File: config.mk
export PLATFORM = sky130hd
export DESIGN_NAME = nn_layer_sequencer
export DESIGN_NICKNAME = d
export VERILOG_FILES = /design/src/rtl/nn_layer_sequencer.sv
export SDC_FILE = /design/constraint.sdc
export NUM_CORES = 1
export LEC_CHECK = 0
export BUFFER_PORTS_ARGS = -buffer_cell sky130_fd_sc_hd__buf_2
export CAP_MARGIN = 20
export CORE_UTILIZATION = 55
export CTS_BUF_LIST = sky130_fd_sc_hd__clkbuf_4
export DETAILED_ROUTE_END_ITERATION = 6
export PLACE_DENSITY_LB_ADDON = 0.08
export SLEW_MARGIN = 20
export SYNTH_ARGS = -nofsm -noshare
export SYNTH_HDL_FRONTEND = slang
export SYNTH_SLANG_ARGS = --single-unit
File: constraint.sdc
create_clock -name clk -period 8.7 [get_ports clk]
set_clock_uncertainty 0.05 [all_clocks]
set_input_delay 1.74 -clock clk [delete_from_list [all_inputs] [get_ports clk]]
set_output_delay 1.74 -clock clk [all_outputs]
set_load 0.02 [all_outputs]
File: src/rtl/nn_layer_sequencer.sv
// Fully-connected layer sequencer: streams 7 weights plus a bias per neuron from a
// synchronous weight memory, accumulates in 40-bit fixed point, emits saturated results.
module nn_layer_sequencer #(
   parameter int NEURONS = 4,
   parameter int FRAC    = 8
) (
   input  logic               clk,
   input  logic               rst_n,
   input  logic               ce,
   input  logic               start,
   input  logic               abort,
   input  logic signed [16:0] x1,
   input  logic signed [16:0] x2,
   input  logic signed [16:0] x3,
   input  logic signed [16:0] x4,
   input  logic signed [16:0] x5,
   input  logic signed [16:0] x6,
   input  logic signed [16:0] x7,
   output logic [7:0]         w_addr,
   output logic               w_en,
   input  logic signed [16:0] w_data,
   output logic               busy,
   output logic               y_valid,
   output logic [3:0]         y_idx,
   output logic signed [16:0] y_out,
   output logic               done
);

   typedef enum logic [1:0] {IDLE, FETCH, DRAIN, OUT} state_t;

   localparam logic signed [39:0] SAT_HI = 40'sd65535;
   localparam logic signed [39:0] SAT_LO = -40'sd65536;

   state_t             state_q, state_d;
   logic [3:0]         n_q, n_d;
   logic [2:0]         i_q, i_d;
   logic signed [39:0] acc_q, acc_d;
   logic [3:0]         y_idx_q, y_idx_d;
   logic signed [16:0] y_out_q, y_out_d;
   logic               load_x;

   logic signed [16:0] x_in [7];
   logic signed [16:0] x_q  [7];
   logic signed [16:0] x_sel;
   logic signed [33:0] prod;
   logic signed [39:0] prod_ext;
   logic signed [39:0] bias_ext;
   logic signed [39:0] bias;
   logic signed [39:0] acc_shr;
   logic signed [16:0] y_sat;

   assign x_in[0] = x1;
   assign x_in[1] = x2;
   assign x_in[2] = x3;
   assign x_in[3] = x4;
   assign x_in[4] = x5;
   assign x_in[5] = x6;
   assign x_in[6] = x7;

   // Inputs are captured once at start so a run sees a stable operand set.
   for (genvar gi = 0; gi < 7; gi++) begin : g_xlatch
      always_ff @(posedge clk or negedge rst_n) begin
         if (!rst_n) begin
            x_q[gi] <= '0;
         end else if (ce && load_x) begin
            x_q[gi] <= x_in[gi];
         end
      end
   end

   // w_data lags the address by one cycle, so index i pairs with x(i-1).
   always_comb begin
      x_sel = '0;
      case (i_q)
         3'd1:    x_sel = x_q[0];
         3'd2:    x_sel = x_q[1];
         3'd3:    x_sel = x_q[2];
         3'd4:    x_sel = x_q[3];
         3'd5:    x_sel = x_q[4];
         3'd6:    x_sel = x_q[5];
         3'd7:    x_sel = x_q[6];
         default: x_sel = '0;
      endcase
   end

   assign prod     = $signed({{17{x_sel[16]}}, x_sel}) * $signed({{17{w_data[16]}}, w_data});
   assign prod_ext = {{6{prod[33]}}, prod};
   assign bias_ext = {{23{w_data[16]}}, w_data};
   assign bias     = bias_ext <<< FRAC;
   assign acc_shr  = acc_q >>> FRAC;

   always_comb begin
      if (acc_shr > SAT_HI) begin
         y_sat = 17'h0FFFF;
      end else if (acc_shr < SAT_LO) begin
         y_sat = 17'h10000;
      end else begin
         y_sat = acc_shr[16:0];
      end
   end

   always_comb begin
      state_d = state_q;
      n_d     = n_q;
      i_d     = i_q;
      acc_d   = acc_q;
      y_idx_d = y_idx_q;
      y_out_d = y_out_q;
      load_x  = 1'b0;
      w_en    = 1'b0;
      y_valid = 1'b0;
      done    = 1'b0;
      case (state_q)
         IDLE: begin
            if (start && !abort) begin
               state_d = FETCH;
               n_d     = '0;
               i_d     = '0;
               acc_d   = '0;
               load_x  = 1'b1;
            end
         end
         FETCH: begin
            w_en = ce;
            if (i_q != 3'd0) begin
               acc_d = acc_q + prod_ext;
            end
            if (i_q == 3'd7) begin
               state_d = DRAIN;
            end else begin
               i_d = i_q + 3'd1;
            end
         end
         DRAIN: begin
            acc_d   = acc_q + bias;
            state_d = OUT;
         end
         OUT: begin
            y_valid = ce;
            y_idx_d = n_q;
            y_out_d = y_sat;
            acc_d   = '0;
            i_d     = '0;
            if (n_q == 4'(NEURONS - 1)) begin
               done    = ce;
               n_d     = '0;
               state_d = IDLE;
            end else begin
               n_d     = n_q + 4'd1;
               state_d = FETCH;
            end
         end
         default: state_d = IDLE;
      endcase
      // Abort discards the run without publishing anything.
      if (abort && state_q != IDLE) begin
         state_d = IDLE;
         n_d     = '0;
         i_d     = '0;
         acc_d   = '0;
         y_idx_d = y_idx_q;
         y_out_d = y_out_q;
         y_valid = 1'b0;
         done    = 1'b0;
      end
   end

   always_ff @(posedge clk or negedge rst_n) begin
      if (!rst_n) begin
         state_q <= IDLE;
         n_q     <= '0;
         i_q     <= '0;
         acc_q   <= '0;
         y_idx_q <= '0;
         y_out_q <= '0;
      end else if (ce) begin
         state_q <= state_d;
         n_q     <= n_d;
         i_q     <= i_d;
         acc_q   <= acc_d;
         y_idx_q <= y_idx_d;
         y_out_q <= y_out_d;
      end
   end

   assign busy   = (state_q != IDLE);
   assign w_addr = {1'b0, n_q, i_q};
   // Results are live during OUT and hold their last published value elsewhere.
   assign y_idx  = (state_q == OUT) ? n_q : y_idx_q;
   assign y_out  = (state_q == OUT) ? y_sat : y_out_q;

endmodule

# Word-level counts from Yosys, hierarchy flattened
# Index checks and enable logic that the tools add are counted.
dict set report totals {
  ramBits 0
  output_inout_bits 33
  elab_cells 80
  memories 0
  regBits 189
  rom_bits 0
  latchBits 0
}
dict set report op_classes {
  n_eq_ne 15
  bitwise 1
  n_lt_le_gt_ge 2
  shift 0
  mul 1
  reduce_logical 14
  n_mux 30
  n_addsub 4
  div 0
}
# operator count
set op_table {}
lappend op_table {{40-bit case mux with 4 select lines} 1}
lappend op_table {{40-bit 2-to-1 mux} 3}
lappend op_table {{17-bit case mux with 7 select lines} 1}
lappend op_table {{17-bit 2-to-1 mux} 3}
lappend op_table {{40-bit by 25-bit adder with 40-bit output} 1}
lappend op_table {{40-bit by 34-bit adder with 40-bit output} 1}
lappend op_table {{17-bit by 17-bit multiplier with 34-bit output} 1}
lappend op_table {{32-bit by 17-bit > comparator with 1-bit output (second input constant)} 1}
lappend op_table {{32-bit by 17-bit less-than comparator with 1-bit output (second input constant)} 1}
lappend op_table {{4-bit 2-to-1 mux} 4}
lappend op_table {{3-bit == test (second input constant)} 4}
lappend op_table {{3-bit inequality test (second input constant)} 4}
lappend op_table {{1-bit 2-to-1 mux} 9}
lappend op_table {{3-bit 2-to-1 mux} 3}
lappend op_table {{3-bit case mux with 3 select lines} 1}
lappend op_table {{3-bit AND reduction} 3}
lappend op_table {{2-bit case mux with 4 select lines} 1}
lappend op_table {{4-bit case mux with 2 select lines} 1}
lappend op_table {{3-bit by 2-bit == test with 1-bit output (second input constant)} 2}
lappend op_table {{2-bit 2-to-1 mux} 3}
lappend op_table {{3-bit nonzero test} 2}
lappend op_table {{4-bit by 1-bit adder with 4-bit output (second input constant)} 1}
lappend op_table {{2-bit == test (second input constant)} 2}
lappend op_table {{4-bit by 2-bit == test with 1-bit output (second input constant)} 1}
lappend op_table {{other kinds (11)} 13}

# Longest topological paths before layout
dict set report depth {
  ltp_word 7
  depth_mapped 30
  depth_no_buf 28
}

# Worst setup path before layout
# No wires, ideal clock.
dict set report synth_timing {
  path_kind {register to register}
  startpoint {reg i_q[2]}
  endpoint {reg acc_q[35]}
  period_less_slack_ps 8116
  setup_slack_ps 584
  arrival_ps 7940
  n_path_buf 2
  stages_incl_launch_ff 30
  t_required_ps 8524
  cell_sequence {dfrtp_1 buf_2 clkinv_1 ha_1 clkbuf_1 a222oi_1 o211ai_1 and2_1 inv_1 fa_1 inv_1 fa_1 fa_1 inv_1 fa_1 inv_1 fa_1 inv_1 fa_1 inv_1 ha_1 nand3_1 a211oi_1 or4b_4 o21bai_4 o2111ai_1 a31oi_1 xor2_1 nor2_1 a221o_1}
}
dict set report synth_between {
  elab_chain_cells 7
  word_cells_on_any_way 16
}
# item line_no
set synth_lines {}
lappend synth_lines {{start: declaration} 36} ;# logic [2:0] i_q, i_d;
lappend synth_lines {{start signal: assignment} 179} ;# i_q <= i_d;
lappend synth_lines {{3-bit == test (tied with other cells)} 74} ;# case (i_q)
lappend synth_lines {{17-bit case mux with 7 select lines} 74}
lappend synth_lines {{17-bit by 17-bit multiplier with 34-bit output} 86} ;# assign prod = $signed({{17{x_sel[16]}}, x_sel}) * $signed({{17{w_data[16]}}, w_data});
lappend synth_lines {{40-bit by 34-bit adder with 40-bit output} 126} ;# acc_d = acc_q + prod_ext;
lappend synth_lines {{40-bit 2-to-1 mux} 125} ;# if (i_q != 3'd0) begin
lappend synth_lines {{40-bit case mux with 4 select lines} 113} ;# case (state_q)
lappend synth_lines {{40-bit 2-to-1 mux} 156} ;# if (abort && state_q != IDLE) begin
lappend synth_lines {{end signal: assignment} 173} ;# acc_q <= '0;
lappend synth_lines {{end signal: assignment} 180} ;# acc_q <= acc_d;
lappend synth_lines {{end: declaration} 37} ;# logic signed [39:0] acc_q, acc_d;
# Parallel ways exist; a longest one is shown, timed or not. The select of a mux whose other input is x is not followed.
# A chain may end at the register's enable or synchronous reset.

# Final worst setup path
dict set report layout_timing {
  startpoint {reg i_q[0]}
  endpoint {reg acc_q[35]}
}
# Same word-level chain as after synthesis.

==> impl_metrics.tcl <==
set metrics [dict create \
    critPathTopFamily "adder cells" \
    relSlewSlack 0.410 \
    final_nets 3264 \
    final_cells 3185 \
    cap_violations 0 \
    slowest_delay_ns 0.54 \
    r2r_start "i_q[0]" \
    cts_tree "yes" \
    holdPathStages 2 \
    ios 174 \
    cts-resized-gates 0 \
    wl_met2_um 29400 \
    clock_sinks 189 \
    status "finished, final reports clean" \
    die_w_um 210 \
    crit_fanout 11 \
    root_buffer "clkbuf_4" \
    grt_pass1_vias 19100 \
    drive_above_1_share 0.160 \
    synth_area_mm2 0.0238 \
    synth_edf_count 0 \
    worst_hold_path.endpoint "acc_q[4]" \
    areaGrowthSynthToFinish_pct 8.00 \
    met1Wirelength_um 25300 \
    cp.required_ns 9.21 \
    drt_iter0_drc 1217 \
    drc 0 \
    multi_input_area_mm2 0.0167 \
    fmax_mhz 122 \
    die_h_um 210 \
    ctsLongestPathBuffers 2 \
    hold_viol 0 \
    ys_warn_count 0 \
    dp_cells 3148 \
    tightest_slew_ns 0.885 \
    gp_congestion 0.910 \
    dieArea_mm2 0.0441 \
    vias_per_cell 5.54 \
    crit_type "reg2reg" \
    ys_seq_area_frac 0.199 \
    layout_common_cells "inv_1 (538), fa_1 (376), nand2_1 (253), dfrtp_1 (189), buf_2 (171)" \
    grt_use_total 0.287 \
    core_area_mm2 0.0423 \
    critPathBufInv 7 \
    clk_latency_ns 0.66 \
    antenna_found_initial 4 \
    synthesis.instances 2450 \
    num_rows 75 \
    yosysUniqueCellTypes 70 \
    top_layer_used "met4" \
    cts_hold_buf 0 \
    rrSetupSlack_ns 0.49 \
    yosys.area.top_type "fa_1" \
    dpl.hpwl_um 48700 \
    synth_seq_cells 189 \
    crit_arrival_ns 8.71 \
    synthesis.nets 3124 \
    hp-class "reg2reg" \
    finalCritPeriodShare 0.943 \
    synth_top_area_share 0.316 \
    setup-tns-final_ns 0 \
    seq_area_mm2 0.00473 \
    avgSynthCellArea_um2 9.72 \
    wl_per_cell_um 18.6 \
    fillers 3698 \
    path_clk_slew_ns 0.18 \
    grt-ovfl-total 0 \
    synthFlopType "dfrtp_1" \
    fin_util 0.608 \
    post_cts_buffers 0 \
    cts_htree_levels 4 \
    cpMaxStageDelayCell "fa_1" \
    async_flop_share 1.00 \
    grt_pass1_wl_um 99000 \
    initial_core_util 0.563 \
    slew_violations 0 \
    setup_viol 0 \
    port_buffers 172 \
    timing.rr.end "acc_q[35]" \
    cp-start-kind "register" \
    ff2ff_path_depth 28 \
    vias 17600 \
    cp.depth 28 \
    grt_max_degree 98 \
    synthTopCellsByArea "fa_1 (32%), dfrtp_1 (20%), inv_1 (8.5%)" \
    fin_crit_ns 8.21 \
    wl_met3_um 2730 \
    hold_start "acc_q[4]" \
    dr.pass1.iters 6 \
    wirelength_um 59400 \
    endpoint_kind "register" \
    rsz0062_at_grt "false" \
    cts_inserted_buffers 17 \
    final_common_cell "inv_1" \
    drtAntennaViolNets 0 \
]
-- cells in the mapped netlist, drive strengths merged (7+ instances only) --
cell type and count:
nor3 15, buf 11, o211ai 15, a22oi 17, nor2 72, dfrtp 189, a222oi 23, mux2 152
a21oi 53, o21ai 55, nand4 15, fa 376, inv 538, o221ai 7, o22ai 16, nand3 35
xor2 29, xnor2 32, clkbuf 80, a21o 37, a211oi 9, nand2 253, o31ai 7, a31oi 9
o21bai 8, nand2b 8, ha 157, nor2b 9, o32ai 16, and2 132
-- cells by family after synthesis --
logic type	share of synthesized area
other cells	0.000157
fa+ha+maj	0.399
compound gates	0.0937
xor+xnor	0.0224
buf+inv	0.0998
simple gates	0.113
mux	0.0736
flops	0.199
-- state kept, by name, summed over array words and instances, names as in the netlist --
signal / flops
x_q: 119
acc_q: 40
y_out_q: 17
n_q: 4
y_idx_q: 4
i_q: 3
state_q: 2
-- per-stage QoR --
step,hold WS (ns),worst slack [ns],instance area [um^2]
2_1_floorplan,0.400,0.584,23800
3_3_place_gp,0.419,0.337,25300
3_5_place_dp,0.420,0.293,25400
4_1_cts,0.456,0.180,25700
5_1_grt,0.486,0.0106,25700
6_report,0.453,0.494,25700
-- worst min-delay path, stage by stage, from the launching register on --
cell and delay (ns):
dfrtp_1 0.38, nand2_1 0.05, o21ai_0 0.06
-- worst max path at each step --
stage,to,start,slack [ns]
2_1_floorplan,acc_q[35],i_q[2],0.58
3_3_place_gp,acc_q[26],i_q[2],0.34
3_5_place_dp,acc_q[26],i_q[2],0.29
4_1_cts,acc_q[26],i_q[2],0.18
5_1_grt,acc_q[35],i_q[0],0.01
6_report,acc_q[35],i_q[0],0.49
-- metal layers --
layer,up-vias,track usage
met5,-,0
met4,0,0.0944
met3,88,0.0405
met2,417,0.484
met1,9069,0.383
li1,8064,-
-- layout make-up --
cell class | instances | area share
Multi-Input combinational cell | 1629 | 0.651
Sequential cell | 189 | 0.184
Inverter | 541 | 0.0790
Timing Repair Buffer | 212 | 0.0458
Tap cell | 577 | 0.0281
Clock inverter | 15 | 0.00681
Clock buffer | 17 | 0.00496
Antenna cell | 5 | 0.000487
Power is not shown: default switching activity piles up to over one toggle a cycle in this logic, so the estimate is an artifact.
